$ cat src/rtl/mvm_engine.sv
// rtl/mvm_engine.sv - matrix-vector multiply engine behind the run/busy SRAM harness
//
// Computes out[r] = sum_c W[r][c] * X[c] for an M x N weight matrix read
// from the weight SRAM and an N-element vector read from the input SRAM.
// Dimensions come from word 0 of each SRAM, so back-to-back jobs may differ.
//
// Build option: MVM_SAT_EN - when defined, results saturate to the signed
// DATA_WIDTH range; otherwise the low DATA_WIDTH bits are kept.
//
// Ports:
//   clk                     rising-edge clock
//   reset_b                 asynchronous active-low reset
//   dut_run                 start request (level, ignored while busy)
//   dut_busy                job in progress
//   dut_sram_read_address   input SRAM address (X vector, header N at 0)
//   sram_dut_read_data      input SRAM data, one cycle after address
//   dut_wmem_read_address   weight SRAM address (W row-major, header M at 0)
//   wmem_dut_read_data      weight SRAM data, one cycle after address
//   dut_sram_write_enable   output SRAM write strobe
//   dut_sram_write_address  output SRAM address (OUT_BASE + row)
//   dut_sram_write_data     output SRAM data
module mvm_engine #(
    parameter int ADDR_WIDTH = 12,
    parameter int DATA_WIDTH = 16,
    parameter int ACC_WIDTH  = 40,
    parameter int MAX_DIM    = 64,
    parameter int FRAC_BITS  = 0,
    parameter int OUT_BASE   = 0
) (
    input  logic                  clk,
    input  logic                  reset_b,
    input  logic                  dut_run,
    output logic                  dut_busy,
    output logic [ADDR_WIDTH-1:0] dut_sram_read_address,
    input  logic [DATA_WIDTH-1:0] sram_dut_read_data,
    output logic [ADDR_WIDTH-1:0] dut_wmem_read_address,
    input  logic [DATA_WIDTH-1:0] wmem_dut_read_data,
    output logic                  dut_sram_write_enable,
    output logic [ADDR_WIDTH-1:0] dut_sram_write_address,
    output logic [DATA_WIDTH-1:0] dut_sram_write_data
);

    localparam int DIM_W = $clog2(MAX_DIM + 1);

    typedef enum logic [2:0] {
        IDLE,
        HDR_RD,
        HDR_LATCH,
        ROW_ISSUE,
        ROW_DRAIN,
        ROW_WRITE
    } state_t;

    state_t                        state;
    logic                          hdr_phase;
    logic                          acc_pend;
    logic [DIM_W-1:0]              n_dim;
    logic [DIM_W-1:0]              m_dim;
    logic [DIM_W-1:0]              r_idx;
    logic [DIM_W-1:0]              c_idx;
    logic [ADDR_WIDTH-1:0]         row_base;
    logic signed [ACC_WIDTH-1:0]   acc;

    logic signed [2*DATA_WIDTH-1:0] prod;
    logic signed [ACC_WIDTH-1:0]    prod_ext;
    logic signed [ACC_WIDTH-1:0]    acc_sum;
    logic [DIM_W-1:0]               r_next;
    logic [ADDR_WIDTH-1:0]          row_base_next;
    logic [ADDR_WIDTH-1:0]          out_addr;
    logic [ADDR_WIDTH-1:0]          out_addr_next;

    // Headers are unsigned; anything above MAX_DIM is treated as MAX_DIM.
    function automatic logic [DIM_W-1:0] clamp_dim(input logic [DATA_WIDTH-1:0] h);
        if (h > DATA_WIDTH'(MAX_DIM))
            clamp_dim = DIM_W'(MAX_DIM);
        else
            clamp_dim = h[DIM_W-1:0];
    endfunction

    // Scale the accumulator down and fit it into one output word.
    function automatic logic [DATA_WIDTH-1:0] reduce(input logic signed [ACC_WIDTH-1:0] a);
        logic signed [ACC_WIDTH-1:0] s;
        s = a >>> FRAC_BITS;
`ifdef MVM_SAT_EN
        if (s > $signed({{(ACC_WIDTH-DATA_WIDTH+1){1'b0}}, {(DATA_WIDTH-1){1'b1}}}))
            reduce = {1'b0, {(DATA_WIDTH-1){1'b1}}};
        else if (s < $signed({{(ACC_WIDTH-DATA_WIDTH+1){1'b1}}, {(DATA_WIDTH-1){1'b0}}}))
            reduce = {1'b1, {(DATA_WIDTH-1){1'b0}}};
        else
            reduce = s[DATA_WIDTH-1:0];
`else
        reduce = s[DATA_WIDTH-1:0];
`endif
    endfunction

    // The SRAM data present this cycle belongs to the column addressed in
    // the previous cycle; acc_pend marks that such a column is in flight.
    assign prod          = $signed(sram_dut_read_data) * $signed(wmem_dut_read_data);
    assign prod_ext      = ACC_WIDTH'(prod);
    assign acc_sum       = acc + prod_ext;
    assign r_next        = r_idx + DIM_W'(1);
    assign row_base_next = row_base + ADDR_WIDTH'(n_dim);
    assign out_addr      = ADDR_WIDTH'(OUT_BASE) + ADDR_WIDTH'(r_idx);
    assign out_addr_next = ADDR_WIDTH'(OUT_BASE) + ADDR_WIDTH'(r_next);

    always_ff @(posedge clk or negedge reset_b) begin
        if (!reset_b) begin
            state                  <= IDLE;
            hdr_phase              <= 1'b0;
            acc_pend               <= 1'b0;
            n_dim                  <= '0;
            m_dim                  <= '0;
            r_idx                  <= '0;
            c_idx                  <= '0;
            row_base               <= '0;
            acc                    <= '0;
            dut_busy               <= 1'b0;
            dut_sram_read_address  <= '0;
            dut_wmem_read_address  <= '0;
            dut_sram_write_enable  <= 1'b0;
            dut_sram_write_address <= '0;
            dut_sram_write_data    <= '0;
        end else begin
            dut_sram_write_enable <= 1'b0;
            if (acc_pend)
                acc <= acc_sum;

            case (state)
                IDLE: begin
                    dut_sram_read_address <= '0;
                    dut_wmem_read_address <= '0;
                    if (dut_run) begin
                        state    <= HDR_RD;
                        dut_busy <= 1'b1;
                    end
                end

                HDR_RD: begin
                    hdr_phase <= 1'b0;
                    state     <= HDR_LATCH;
                end

                // First cycle registers the clamped headers, second cycle
                // branches on them so the compare never sits on the SRAM path.
                HDR_LATCH: begin
                    if (!hdr_phase) begin
                        n_dim     <= clamp_dim(sram_dut_read_data);
                        m_dim     <= clamp_dim(wmem_dut_read_data);
                        hdr_phase <= 1'b1;
                    end else begin
                        hdr_phase <= 1'b0;
                        r_idx     <= '0;
                        c_idx     <= '0;
                        acc       <= '0;
                        row_base  <= ADDR_WIDTH'(1);
                        if (m_dim == '0) begin
                            state    <= IDLE;
                            dut_busy <= 1'b0;
                        end else if (n_dim == '0) begin
                            state                  <= ROW_WRITE;
                            dut_sram_write_enable  <= 1'b1;
                            dut_sram_write_address <= ADDR_WIDTH'(OUT_BASE);
                            dut_sram_write_data    <= '0;
                        end else begin
                            state                 <= ROW_ISSUE;
                            dut_sram_read_address <= ADDR_WIDTH'(1);
                            dut_wmem_read_address <= ADDR_WIDTH'(1);
                        end
                    end
                end

                ROW_ISSUE: begin
                    acc_pend <= 1'b1;
                    if (c_idx == n_dim - DIM_W'(1)) begin
                        state <= ROW_DRAIN;
                    end else begin
                        c_idx                 <= c_idx + DIM_W'(1);
                        dut_sram_read_address <= dut_sram_read_address + ADDR_WIDTH'(1);
                        dut_wmem_read_address <= dut_wmem_read_address + ADDR_WIDTH'(1);
                    end
                end

                // Last product lands here; the written value includes it.
                ROW_DRAIN: begin
                    acc_pend               <= 1'b0;
                    state                  <= ROW_WRITE;
                    dut_sram_write_enable  <= 1'b1;
                    dut_sram_write_address <= out_addr;
                    dut_sram_write_data    <= reduce(acc_sum);
                end

                ROW_WRITE: begin
                    acc <= '0;
                    if (r_idx == m_dim - DIM_W'(1)) begin
                        state                 <= IDLE;
                        dut_busy              <= 1'b0;
                        dut_sram_read_address <= '0;
                        dut_wmem_read_address <= '0;
                    end else begin
                        r_idx    <= r_next;
                        c_idx    <= '0;
                        row_base <= row_base_next;
                        if (n_dim == '0) begin
                            state                  <= ROW_WRITE;
                            dut_sram_write_enable  <= 1'b1;
                            dut_sram_write_address <= out_addr_next;
                            dut_sram_write_data    <= '0;
                        end else begin
                            state                 <= ROW_ISSUE;
                            dut_sram_read_address <= ADDR_WIDTH'(1);
                            dut_wmem_read_address <= row_base_next;
                        end
                    end
                end

                default: begin
                    state    <= IDLE;
                    dut_busy <= 1'b0;
                end
            endcase
        end
    end

endmodule

$ cat config.mk
export PLATFORM = sky130hd
export DESIGN_NAME = mvm_engine
export DESIGN_NICKNAME = d
export VERILOG_FILES = /design/src/rtl/mvm_engine.sv
export SDC_FILE = /design/constraint.sdc
export NUM_CORES = 1
export LEC_CHECK = 0
export BUFFER_PORTS_ARGS = -buffer_cell sky130_fd_sc_hd__buf_2
export CORE_MARGIN = 1.5
export CORE_UTILIZATION = 56
export DETAILED_ROUTE_END_ITERATION = 8
export PLACE_DENSITY_LB_ADDON = 0.15
export SLEW_MARGIN = 20
export SYNTH_ARGS = -nofsm -noshare
export SYNTH_HDL_FRONTEND = slang
export SYNTH_SLANG_ARGS = --single-unit
$ cat constraint.sdc
create_clock -name clk -period 4.9 [get_ports clk]
set_clock_uncertainty 0.15 [all_clocks]
set_input_delay 0.49 -clock clk [delete_from_list [all_inputs] [get_ports clk]]
set_output_delay 0.49 -clock clk [all_outputs]
set_load 0.03 [all_outputs]
==> results of run 1 <==
## final timing paths
kind,from,end
worst max-delay path,wmem_dut_read_data[4],dut_sram_write_data[15]$_DFFE_PN0P_
worst min-delay path,reset_b,dut_sram_write_data[10]$_DFFE_PN0P_
worst max register to register,acc[3]$_DFF_PN0_,dut_sram_write_data[15]$_DFFE_PN0P_
worst min register to register,dut_sram_write_address[2]$_DFFE_PN0P_,dut_sram_write_address[2]$_DFFE_PN0P_
max in group asynchronous,reset_b,dut_wmem_read_address[5]$_DFFE_PN0P_
min in group clk,wmem_dut_read_data[0],m_dim[0]$_DFFE_PN0P_
## where the power goes
| part | internal [W] | switching [W] |
|---|---|---|
| Combinational | 0.00419 | 0.00409 |
| Sequential | 0.00103 | 0.000105 |
| Clock | 0.000368 | 0.000405 |
## registers in the layout, indices dropped and copies added, names as in the netlist
register,cells
m_dim,7
acc_pend,1
row_base,12
hdr_phase,1
dut_sram_write_enable,1
n_dim,7
dut_sram_read_address,12
dut_sram_write_address,7
dut_sram_write_data,16
r_idx,7
dut_busy,1
state,3
c_idx,7
dut_wmem_read_address,12
acc,16
## timing repair
action / CTS / global route
buffers inserted: 1 / 9
pin swaps: 20 / 39
hold buffers: 0 / 0
endpoints found under the hold margin: 0 / 0
gates cloned: 0 / 2
resized for setup: 48 / 40
endpoints found under the setup margin: 11 / 12
## synth_stat cells, types with 4 or more instances
library cell	number	area (sq um)
nor3_1	17	85.1
inv_1	182	683
and3_1	14	87.6
fa_1	94	1880
xor2_1	29	254
mux2i_1	15	150
nand4_1	8	50.1
nand3_1	16	80.1
and2_1	89	557
o31ai_1	8	60.1
dfrtp_1	110	2750
o21ai_1	38	190
a211oi_1	7	52.6
a22o_1	27	236
a21oi_1	35	175
a21o_1	6	45.0
nor4_1	5	31.3
xnor2_1	48	420
or2_2	4	25.0
nor2b_1	5	31.3
o21ai_0	29	145
nand2b_1	7	43.8
nor2_1	86	323
clkbuf_1	31	116
ha_1	79	988
nand2_1	131	492
buf_4	8	60.1
## metrics by stage
stage | hold WS (ns) | setup WS [ns] | cell area, sq um | cells | setup TNS, ns
after floorplan | 0.0444 | -0.571 | 10900 | 1196 | -1.88
after CTS | 0.0286 | -0.593 | 12400 | 1561 | -1.95
final | 0.000600 | -0.437 | 12600 | 1572 | -2.15
after detailed placement | 0.315 | -1.08 | 11900 | 1544 | -7.52
after global placement | 0.307 | -1.03 | 11900 | 1544 | -6.58
after global routing | 0.0607 | -0.639 | 12600 | 1572 | -3.76
## layout make-up
| class | count | area share, % |
|---|---|---|
| clock inverter | 7 | 0.702 |
| timing repair buffer | 173 | 10.4 |
| inverter | 184 | 5.46 |
| sequential | 110 | 21.8 |
| multi-input combinational | 855 | 57.6 |
| tap | 234 | 2.32 |
| clock buffer | 9 | 1.78 |
## logic make-up after synthesis
group,after synthesis
buffers and inverters,231
other,1
adders and majority gates,173
and+or+nand+nor,395
xor gates and xnor gates,78
DFF,110
AOI/OAI and AO/OA,188
muxes,16
## per-layer routing
layer	vias up	GRT usage (%)
met5	-	0
met4	0	6.58
met3	27	2.85
met2	188	43.0
met1	4239	39.1
li1	4127	-
## worst reg2reg max path, cell delays in order, from the launching register on
cell      delay (ns)
dfrtp_1         0.41
ha_1            0.29
inv_1           0.05
fa_1            0.49
inv_1           0.04
ha_1            0.28
ha_1            0.29
inv_1           0.06
fa_1            0.53
inv_1           0.04
ha_1            0.21
fa_1            0.40
a211oi_1        0.25
nor2_1          0.10
o41ai_2         0.50
o21ai_2         0.11
o41ai_2         0.36
xnor3_1         0.29
a22o_1          0.24
==> metrics.md, run 1 <==
| Metric | Value |
|---|---|
| Outcome | complete, but fails checks |
| Violated checks | negative setup slack |
| Slowest-stage cell, CP | fa_1 |
| H-tree Lvls | 3 |
| RSZ-0062 raised after global routing | true |
| DPL Wire Length | 20000 um |
| HP Class | input pin to async pin |
| Clk pin slew, worst setup/hold paths | around 0.08 ns |
| Final setup viols | 8 |
| Core region area | 18600 sq um |
| Total of max-cap violations | 0 |
| Die area | 19800 sq um |
| Slew HR | 34.0% |
| Actual slew at the worst max-slew pin | 0.990 ns |
| Global route overflow | 0 |
| Vias in the first global route | 8306 |
| Post-synth EDFFs | 0 |
| First-pass GRT wire length | 41900 um |
| R2R cell count | 18 |
| Post-Syn Area | 10600 sq um |
| Area grow syn2layout | 19.1% |
| DRT Pass-1 Iters | 6 |
| Total Wirelength | between 20000 and 30000 um |
| # rows | 50 |
| Clock Tree Root | clkbuf_16 |
| Multiplexer share of the synthesized area | 1.52% |
| Async SR Flop Fraction | 100% |
| Nets | 1541 |
| Post-layout util | 67.8% |
| Most common cell after layout, fill and taps aside | inv_1 |
| CP Capture Type | flop |
| Via count | approximately 8600 |
| Area of the multi-input gates | 7290 sq um |
| Final worst slack | -0.437 ns |
| Main combinational cell family by area after synthesis | adder cells |
| Tmin final | 5.34 ns |
| Die Y | 141 um |
| Tcrit/Tclk final | 109% |
| Register bit total from synthesis | 110 |
| Synth cell types | around 70 |
| Final total power | about 0.010 W |
| Top delay family on crit path | adder cells |
| WL/cell | ~17 um |
| Worst VDD drop | 1050 uV |
| Starting Density | a little under three fifths |
| Top_reg_cell synth | dfrtp_1 |
| CTS Buf Count | 9 |
| Initial antenna violation count | 0 |
| Ant. Diodes | 0 |
| Worst path arrival time | 5.45 ns |
| IO Pins | just under 90 |
| CP Max Fanout | 12 |
| Crit-path cells | buf_12 -> and2_4 -> fa_1 -> inv_2 -> fa_1 -> fa_1 -> inv_2 -> fa_1 -> fa_1 -> inv_1 -> fa_1 -> inv_2 -> ha_4 -> and3_4 -> a21oi_2 -> o21ai_2 -> o41ai_2 -> xnor3_1 -> a22o_1 |
| CP Launch Type | input pin |
| Stages on the worst setup path | 19 |
| Synth Area in XOR/XNOR | under 10% |
| PwrDens | 805 nW/um^2 |
| FMAX | 0.187 GHz |
| Flop2flop setup slack | -0.30 ns |
| Clk_lat worst skew | about 0.38 ns |
| Critical path class | input pin to flop |
| Sink Count | 110 |
| Pin count of the biggest net entering global routing | 52 |
| Share of post-route cells with drive strength above 1 | between 20% and 30% |
| Cell mode on critical path | fa_1 |
| Number of buffers and inverters on the critical path | 5 |
| Post-Synth Adder-Cell Area | 27.0% |
| Mapped Cells | 1192 |
| Fillers | about 1500 |
| CTS tree | built |
| DRT met1 WL | 12400 um |
| Top sig layer | met4 |
| Iter 0 DRT Violations | 459 |
| Detail Route Antenna Nets | 0 |
| Avg Vias per Cell | 5.46 |
| Ys Warns | 0 |
| Commonest non-fill, non-tap cells in the layout | 170 x inv_1, 128 x nand2_1, 110 x dfrtp_1 |
| Global placement routability congestion | 0.916 |
| Post-Synth Simple-Gate Area | 18.1% |
| Storage element area | 2750 sq um |
| Leakage power | 6.26 nW |
| Met3 WL | 896 um |
| Worst EP required | 5.01 ns |
| All-Layer GR Usage | 26.8% |
| Number of port buffers | slightly above 80 |
| Final Max Tran Viols | 0 |
| Clock Tree Buf Depth | 2 |
| Hold Violations, Final | 0 |
| Register area share after synthesis | 25.9% |
| Mean post-synth cell area | 8.91 sq um |
| WL met2 | 12300 um |
| Synth Area in Compound Gates | around an eighth |
| Chip width | 141 um |
| DRC viols | 0 |
| Max incr delay on CP | 0.54 ns |
No activity file was read; power rests on OpenSTA's default activity.
==> inputs of run 2 (changes only) <==
--- a/config.mk
+++ b/config.mk
@@ -10,6 +10,7 @@
 export CORE_UTILIZATION = 56
 export DETAILED_ROUTE_END_ITERATION = 8
 export PLACE_DENSITY_LB_ADDON = 0.15
+export SETUP_SLACK_MARGIN = 0.2
 export SLEW_MARGIN = 20
 export SYNTH_ARGS = -nofsm -noshare
 export SYNTH_HDL_FRONTEND = slang
==> run 2 against run 1 <==
Fmax down 0.37%. Utilization up 1.2 points. The run still ends with negative setup slack left. Sequential share of layout area down 0.37 points. Non-clock buffer count up 14.
==> metrics.md, run 2 (same netlist as run 1, synthesis figures left out) <==
| Metric | Value |
|---|---|
| Tcrit/Tclk final | 109% (+0.41 points) |
| DRC viols | 0 (unchanged) |
| Avg Vias per Cell | 5.49 (+0.61%) |
| Pint | 0.00585 W (+4.8%) |
| Area of the multi-input gates | 7380 sq um (+1.3%) |
| Final Max Tran Viols | 0 (unchanged) |
| # rows | 50 (unchanged) |
| Most common cell after layout, fill and taps aside | inv_1 |
| Initial antenna violation count | 0 (unchanged) |
| Share of post-route cells with drive strength above 1 | 22.9% (+1.9 points) |
| Violated checks | negative setup slack |
| Comb pwr share | 82.3% (+1.0 points) |
| Die area | 19800 sq um (unchanged) |
| Via count | 8710 (+1.5%) |
| IO Pins | 89 (unchanged) |
| Clock Tree Root | clkbuf_16 |
| Clk pwr share | 7.1% (-0.5 points) |
| Clk pin slew, worst setup/hold paths | 0.08 ns (about the same) |
| Iter 0 DRT Violations | 511 (+11%) |
| Outcome | complete, but fails checks |
| Actual slew at the worst max-slew pin | 0.995 ns (+0.00528 ns) |
| Switch Pwr | 0.00483 W (+5.1%) |
| Max incr delay on CP | 0.55 ns (about the same) |
| Global route overflow | 0 (unchanged) |
| Storage element area | 2750 sq um (unchanged) |
| Crit-path cells | buf_8 -> buf_6 -> and2_4 -> fa_1 -> inv_2 -> fa_1 -> inv_2 -> fa_2 -> fa_1 -> inv_2 -> fa_1 -> fa_1 -> inv_2 -> ha_4 -> and3_4 -> a21oi_4 -> o21ai_2 -> o41ai_2 -> xnor3_1 -> a22o_1 |
| Commonest non-fill, non-tap cells in the layout | 170 x inv_1, 126 x nand2_1, 110 x dfrtp_1 |
| Biggest regs | acc x16, dut_sram_write_data x16 |
| HP Class | input pin to async pin |
| Vias in the first global route | 8623 (+3.8%) |
| Reg-to-reg endpoint | dut_sram_write_data[15]$_DFFE_PN0P_ |
| Starting Density | 57.0% (unchanged) |
| R2R cell count | 18 (unchanged) |
| H-tree Lvls | 3 (unchanged) |
| FMAX | 0.187 GHz (-0.37%) |
| Critical path class | input pin to flop |
| Top sig layer | met4 |
| CP Max Fanout | 6 (-6) |
| CTS Buf Count | 9 (unchanged) |
| Number of buffers and inverters on the critical path | 6 (+1) |
| CTS tree | built |
| Final total power | 0.0107 W (+4.9%) |
| Flop pwr share | 10.6% (-0.5 points) |
| Leakage power | 6.35 nW (+1.3%) |
| Tmin final | 5.36 ns (+0.0200 ns) |
| Worst VDD drop | 1350 uV (+29%) |
| Slew HR | 33.6% (-0.35 points) |
| RSZ-0062 raised after global routing | true |
| Cell mode on critical path | fa_1 |
| Final worst slack | -0.457 ns (-0.0200 ns) |
| PwrDens | 830 nW/um^2 (+3.1%) |
| Clk_lat worst skew | 0.37 ns (about the same) |
| WL/cell | 17.1 um (+3.4%) |
| DRT met1 WL | 12600 um (+1.3%) |
| Worst path arrival time | 5.46 ns (about the same) |
| CP Capture Type | flop |
| CP Launch Type | input pin |
| DPL Wire Length | 20200 um (+1.2%) |
| WL met2 | 12900 um (+4.3%) |
| Sink Count | 110 (unchanged) |
| Die Y | 141 um (unchanged) |
| Switching share of power | 45.2% (+0.074 points) |
| Fillers | 1500 (+1.7%) |
| Total of max-cap violations | 0 (unchanged) |
| Nets | 1555 (+0.91%) |
| Chip width | 141 um (unchanged) |
| First-pass GRT wire length | 43800 um (+4.6%) |
| Clock Tree Buf Depth | 2 (unchanged) |
| All-Layer GR Usage | 28.1% (+1.3 points) |
| Core region area | 18600 sq um (unchanged) |
| Hold Violations, Final | 0 (unchanged) |
| Pin count of the biggest net entering global routing | 63 (+21%) |
| Top delay family on crit path | adder cells |
| Met3 WL | 1340 um (+50%) |
| Number of port buffers | 83 (unchanged) |
| Hold_ws | 0.0639 ns (+0.0633 ns) |
| Worst EP required | 5.00 ns (about the same) |
| Area grow syn2layout | 21.2% |
| Final setup viols | 8 (unchanged) |
| Total Wirelength | 27200 um (+4.3%) |
| DRT Pass-1 Iters | 5 (-1) |
| Worst R2R Start | acc[3]$_DFF_PN0_ |
| Flop2flop setup slack | -0.02 ns (+0.28 ns) |
| Ant. Diodes | 0 (unchanged) |
| Slowest-stage cell, CP | fa_1 |
| Detail Route Antenna Nets | 0 (unchanged) |
| Global placement routability congestion | 0.971 (+5.9%) |
run 2: cell types whose count changed in the layout (fill, tap and decap cells not counted), sizes merged:
cell	before	now
buf	169	186
clkbuf	13	10
run 2: routing by layer:
metal | vias up | global-route usage [%]
met5 | - | 0
met4 | 0 | 5.81
li1 | 4146 | -
met1 | 4302 | 40.6
met2 | 227 | 45.2
met3 | 35 | 4.14
run 2: power groups by stage:
| stage | Combinational, W | Sequential [W] | Clock, W |
|---|---|---|---|
| global placement | 0.00627 | 0.00114 | 0 |
| floorplan | 0.00462 | 0.00123 | 0 |
| detailed placement | 0.00643 | 0.00115 | 0 |
| CTS | 0.00737 | 0.00113 | 0.000770 |
| global route | 0.00961 | 0.00115 | 0.000802 |
| finish | 0.00879 | 0.00113 | 0.000760 |
run 2: worst max path at each step:
stage | startpoint | end | slack [ns] | cells past startpoint
after floorplan | wmem_dut_read_data[5] | dut_sram_write_data[15]$_DFFE_PN0P_ | -0.57 | 19
after global placement | wmem_dut_read_data[4] | dut_sram_write_data[15]$_DFFE_PN0P_ | -0.82 | 19
after detailed placement | wmem_dut_read_data[4] | dut_sram_write_data[15]$_DFFE_PN0P_ | -0.93 | 19
after CTS | wmem_dut_read_data[1] | dut_sram_write_data[15]$_DFFE_PN0P_ | -0.39 | 19
after global routing | wmem_dut_read_data[3] | dut_sram_write_data[15]$_DFFE_PN0P_ | -0.58 | 20
final | wmem_dut_read_data[3] | dut_sram_write_data[15]$_DFFE_PN0P_ | -0.46 | 20
run 2: through the flow:
step / cell area (sq um) / std cells / setup TNS [ns] / util (%) / setup slack (ns)
after floorplan: 10900 / 1196 / -1.88 / - / -0.571
after global placement: 11900 / 1550 / -5.94 / 64.1 / -0.818
after detailed placement: 11900 / 1550 / -6.59 / 64.1 / -0.933
after CTS: 12600 / 1576 / -1.29 / 67.6 / -0.387
after global routing: 12900 / 1586 / -3.17 / 69.0 / -0.577
final: 12900 / 1586 / -1.87 / 69.0 / -0.457
run 2: area by class of cell:
type / count / area share, %
clock buffer: 9 / 1.75
clock inverter: 7 / 0.603
inverter: 184 / 5.37
multi-input combinational: 855 / 57.4
sequential: 110 / 21.4
tap: 234 / 2.28
timing repair buffer: 187 / 11.2
run 2: repair_timing:
action / 4_1_cts / 5_1_grt
buffers inserted: 10 / 9
pin swaps: 30 / 31
cloned: 0 / 1
hold buffers: 0 / 0
setup endpoints to repair: 13 / 15
gates resized for setup: 75 / 39
==> inputs of run 3 (changes only) <==
--- a/config.mk
+++ b/config.mk
@@ -6,11 +6,11 @@
 export NUM_CORES = 1
 export LEC_CHECK = 0
 export BUFFER_PORTS_ARGS = -buffer_cell sky130_fd_sc_hd__buf_2
-export CORE_MARGIN = 1.5
 export CORE_UTILIZATION = 56
 export DETAILED_ROUTE_END_ITERATION = 8
 export PLACE_DENSITY_LB_ADDON = 0.15
 export SETUP_SLACK_MARGIN = 0.2
+export SKIP_LAST_GASP = 1
 export SLEW_MARGIN = 20
 export SYNTH_ARGS = -nofsm -noshare
 export SYNTH_HDL_FRONTEND = slang
==> run 3 against run 2 <==
The flow still finishes with violations (negative setup slack). Register-to-register slack about the same. Flip-flop and latch count stayed put. Sequential share of layout area decreased by 0.099 points. Total power grew 2.9%. Critical path type unchanged. Combinational power rose by 3.3%. Largest cell class unchanged.
==> metrics.md, run 3 (same netlist as run 1, synthesis figures left out) <==
| Metric | Value |
|---|---|
| Outcome | complete, but fails checks |
| Violated checks | negative setup slack |
| Sink Count | 110 (unchanged) |
| Total of max-cap violations | 0 (unchanged) |
| Vias in the first global route | 8654 (+0.36%) |
| Tcrit/Tclk final | 108% (-1.7 points) |
| CP Launch Type | input pin |
| Busiest metal layer after global routing | met2 |
| All-Layer GR Usage | 28.0% (-0.052 points) |
| Number of port buffers | 83 (unchanged) |
| Clk_lat worst skew | 0.37 ns (about the same) |
| Iter 0 DRT Violations | 568 (+11%) |
| Final Max Tran Viols | 0 (unchanged) |
| Clock Tree Buf Depth | 2 (unchanged) |
| Met3 GRT Util | 4.13% (-0.015 points) |
| # rows | 49 (-2.0%) |
| Total Wirelength | 26400 um (-2.9%) |
| Initial antenna violation count | 0 (unchanged) |
| HP Class | flop to flop |
| Actual slew at the worst max-slew pin | 0.989 ns (-0.00668 ns) |
| Pin count of the biggest net entering global routing | 44 (-30%) |
| Avg Vias per Cell | 5.50 (+0.13%) |
| Setup TNS | -1.65 ns (+0.221 ns) |
| WL/cell | 16.7 um (-2.5%) |
| Global placement routability congestion | 0.895 (-7.8%) |
| Design area | 12900 sq um (+0.47%) |
| Max incr delay on CP | 0.55 ns (about the same) |
| Commonest non-fill, non-tap cells in the layout | 168 x inv_1, 125 x nand2_1, 110 x dfrtp_1 |
| Tmin final | 5.28 ns (-0.0815 ns) |
| Final setup viols | 12 (+4) |
| M1 GR Usage | 40.1% (-0.52 points) |
| Crit-path cells | buf_4 -> and2_4 -> fa_1 -> inv_1 -> fa_1 -> fa_1 -> fa_1 -> fa_1 -> fa_2 -> xor2_1 -> xnor2_1 -> xnor2_1 -> xnor2_1 -> xnor2_2 -> xnor3_1 -> a22o_1 |
| Leakage power | 6.36 nW (+0.14%) |
| FMAX | 0.190 GHz (+1.5%) |
| Critical path class | input pin to flop |
| DRT Pass-1 Iters | 5 (unchanged) |
| Clk pin slew, worst setup/hold paths | 0.09 ns (about the same) |
| Most common cell after layout, fill and taps aside | inv_1 |
| Number of buffers and inverters on the critical path | 2 (-4) |
| Core region area | 18300 sq um (-2.0%) |
| CTS Buf Count | 9 (unchanged) |
| Die Y | 140 um (-0.71%) |
| Via count | 8683 (-0.31%) |
| Biggest regs | acc x16, dut_sram_write_data x16 |
| Detail Route Antenna Nets | 0 (unchanged) |
| DPL Wire Length | 20000 um (-1.0%) |
| Starting Density | 58.1% (+1.2 points) |
| IO Pins | 89 (unchanged) |
| Chip width | 140 um (-0.71%) |
| Die area | 19500 sq um (-1.4%) |
| DRC viols | 0 (unchanged) |
| Worst VDD drop | 1130 uV (-16%) |
| Area grow syn2layout | 21.8% |
| M2 GR Usage | 45.0% (-0.19 points) |
| Nets | 1553 (-0.13%) |
| Share of post-route cells with drive strength above 1 | 24.0% (+1.1 points) |
| CP Capture Type | flop |
| Global route overflow | 0 (unchanged) |
| PwrDens | 850 nW/um^2 (+2.4%) |
| CTS tree | built |
| Ant. Diodes | 0 (unchanged) |
| Slew HR | 34.1% (+0.45 points) |
| Cell mode on critical path | fa_1 |
| CP Max Fanout | 9 (+3) |
| Worst path arrival time | 5.38 ns (-0.08 ns) |
| Worst EP required | 5.01 ns (about the same) |
| Hold Violations, Final | 0 (unchanged) |
| Top delay family on crit path | adder cells |
| H-tree Lvls | 3 (unchanged) |
| Slowest-stage cell, CP | fa_1 |
| Final worst slack | -0.376 ns (+0.0815 ns) |
| First-pass GRT wire length | 43100 um (-1.5%) |
| Clock Tree Root | clkbuf_16 |
| RSZ-0062 raised after global routing | true |
| Area after DPL | 11900 sq um (-0.18%) |
run 3: cell types whose count changed in the layout (fill, tap and decap cells not counted), sizes merged:
cell | previous run | this run
dlygate4sd3 | 0 | 1
clkinv | 5 | 3
clkbuf | 10 | 11
bufbuf | 0 | 1
inv | 186 | 188
buf | 186 | 181
run 3: repair_timing:
item / in CTS / in global routing
resized for setup: 66 / 67
endpoints found under the setup margin: 13 / 16
hold endpoints to repair: 28 / 0
buffers inserted: 10 / 8
hold buffers: 1 / 0
pin swaps: 36 / 54
cloned: 1 / 0
run 3: cell type report:
cell class              count  area [sq um]
clock buffers               9           225
clock inverters             7          91.3
fillers                  1429          5340
inverters                 184           691
multi-input cells         855          7440
flip-flops and latches    110          2750
well taps                 229           287
repair buffers            185          1440
run 3: through the flow:
step           setup WS (ns)  utilization (%)  hold WS [ns]  power (W)  instances
2_1_floorplan         -0.571                -        0.0444    0.00585       1196
3_3_place_gp          -0.997             65.3         0.296    0.00772       1543
3_5_place_dp           -1.04             65.3         0.301    0.00786       1543
4_1_cts               -0.491             69.1         0.333    0.00966       1571
5_1_grt               -0.489             70.8         0.338     0.0118       1579
6_report              -0.376             70.8         0.329     0.0110       1579
run 3: worst register-to-register path: cells and delay by family (launching register included):
kind	cells	cell delay [ns]
and+or+nand+nor	1	0.07
adders and majority gates	7	2.51
xor gates and xnor gates	1	0.28
buffers and inverters	4	0.19
DFF	1	0.42
AOI/OAI and AO/OA	5	1.22
run 3: power by group:
part | leakage, nW | internal [W] | switching, W
combinational | 4.86 | 0.00464 | 0.00444
sequential | 1.35 | 0.00103 | 0.000110
clock | 0.152 | 0.000372 | 0.000408
run 3: layer usage:
layer  vias to the layer above  wire, um  share of wire, %
met2                       238     12500                47
met3                        27      1350               5.1
met5                         -         0                 0
met4                         0       351               1.3
met1                      4288     12200                46
li1                       4130         -                 -
run 3: path summary, 6_finish.rpt:
kind	from	depth (start not counted)	slack [ns]	endpoint
hold reg to reg	dut_sram_write_address[5]$_DFFE_PN0P_	2	0.33	dut_sram_write_address[5]$_DFFE_PN0P_
setup reg to reg	acc[3]$_DFF_PN0_	18	-0.02	dut_sram_write_data[15]$_DFFE_PN0P_
min in group asynchronous	reset_b	2	0.44	dut_sram_write_data[1]$_DFFE_PN0P_
setup / recovery	wmem_dut_read_data[6]	16	-0.38	dut_sram_write_data[15]$_DFFE_PN0P_
max in group asynchronous	reset_b	3	3.27	dut_wmem_read_address[5]$_DFFE_PN0P_
hold / removal	dut_sram_write_address[5]$_DFFE_PN0P_	2	0.33	dut_sram_write_address[5]$_DFFE_PN0P_
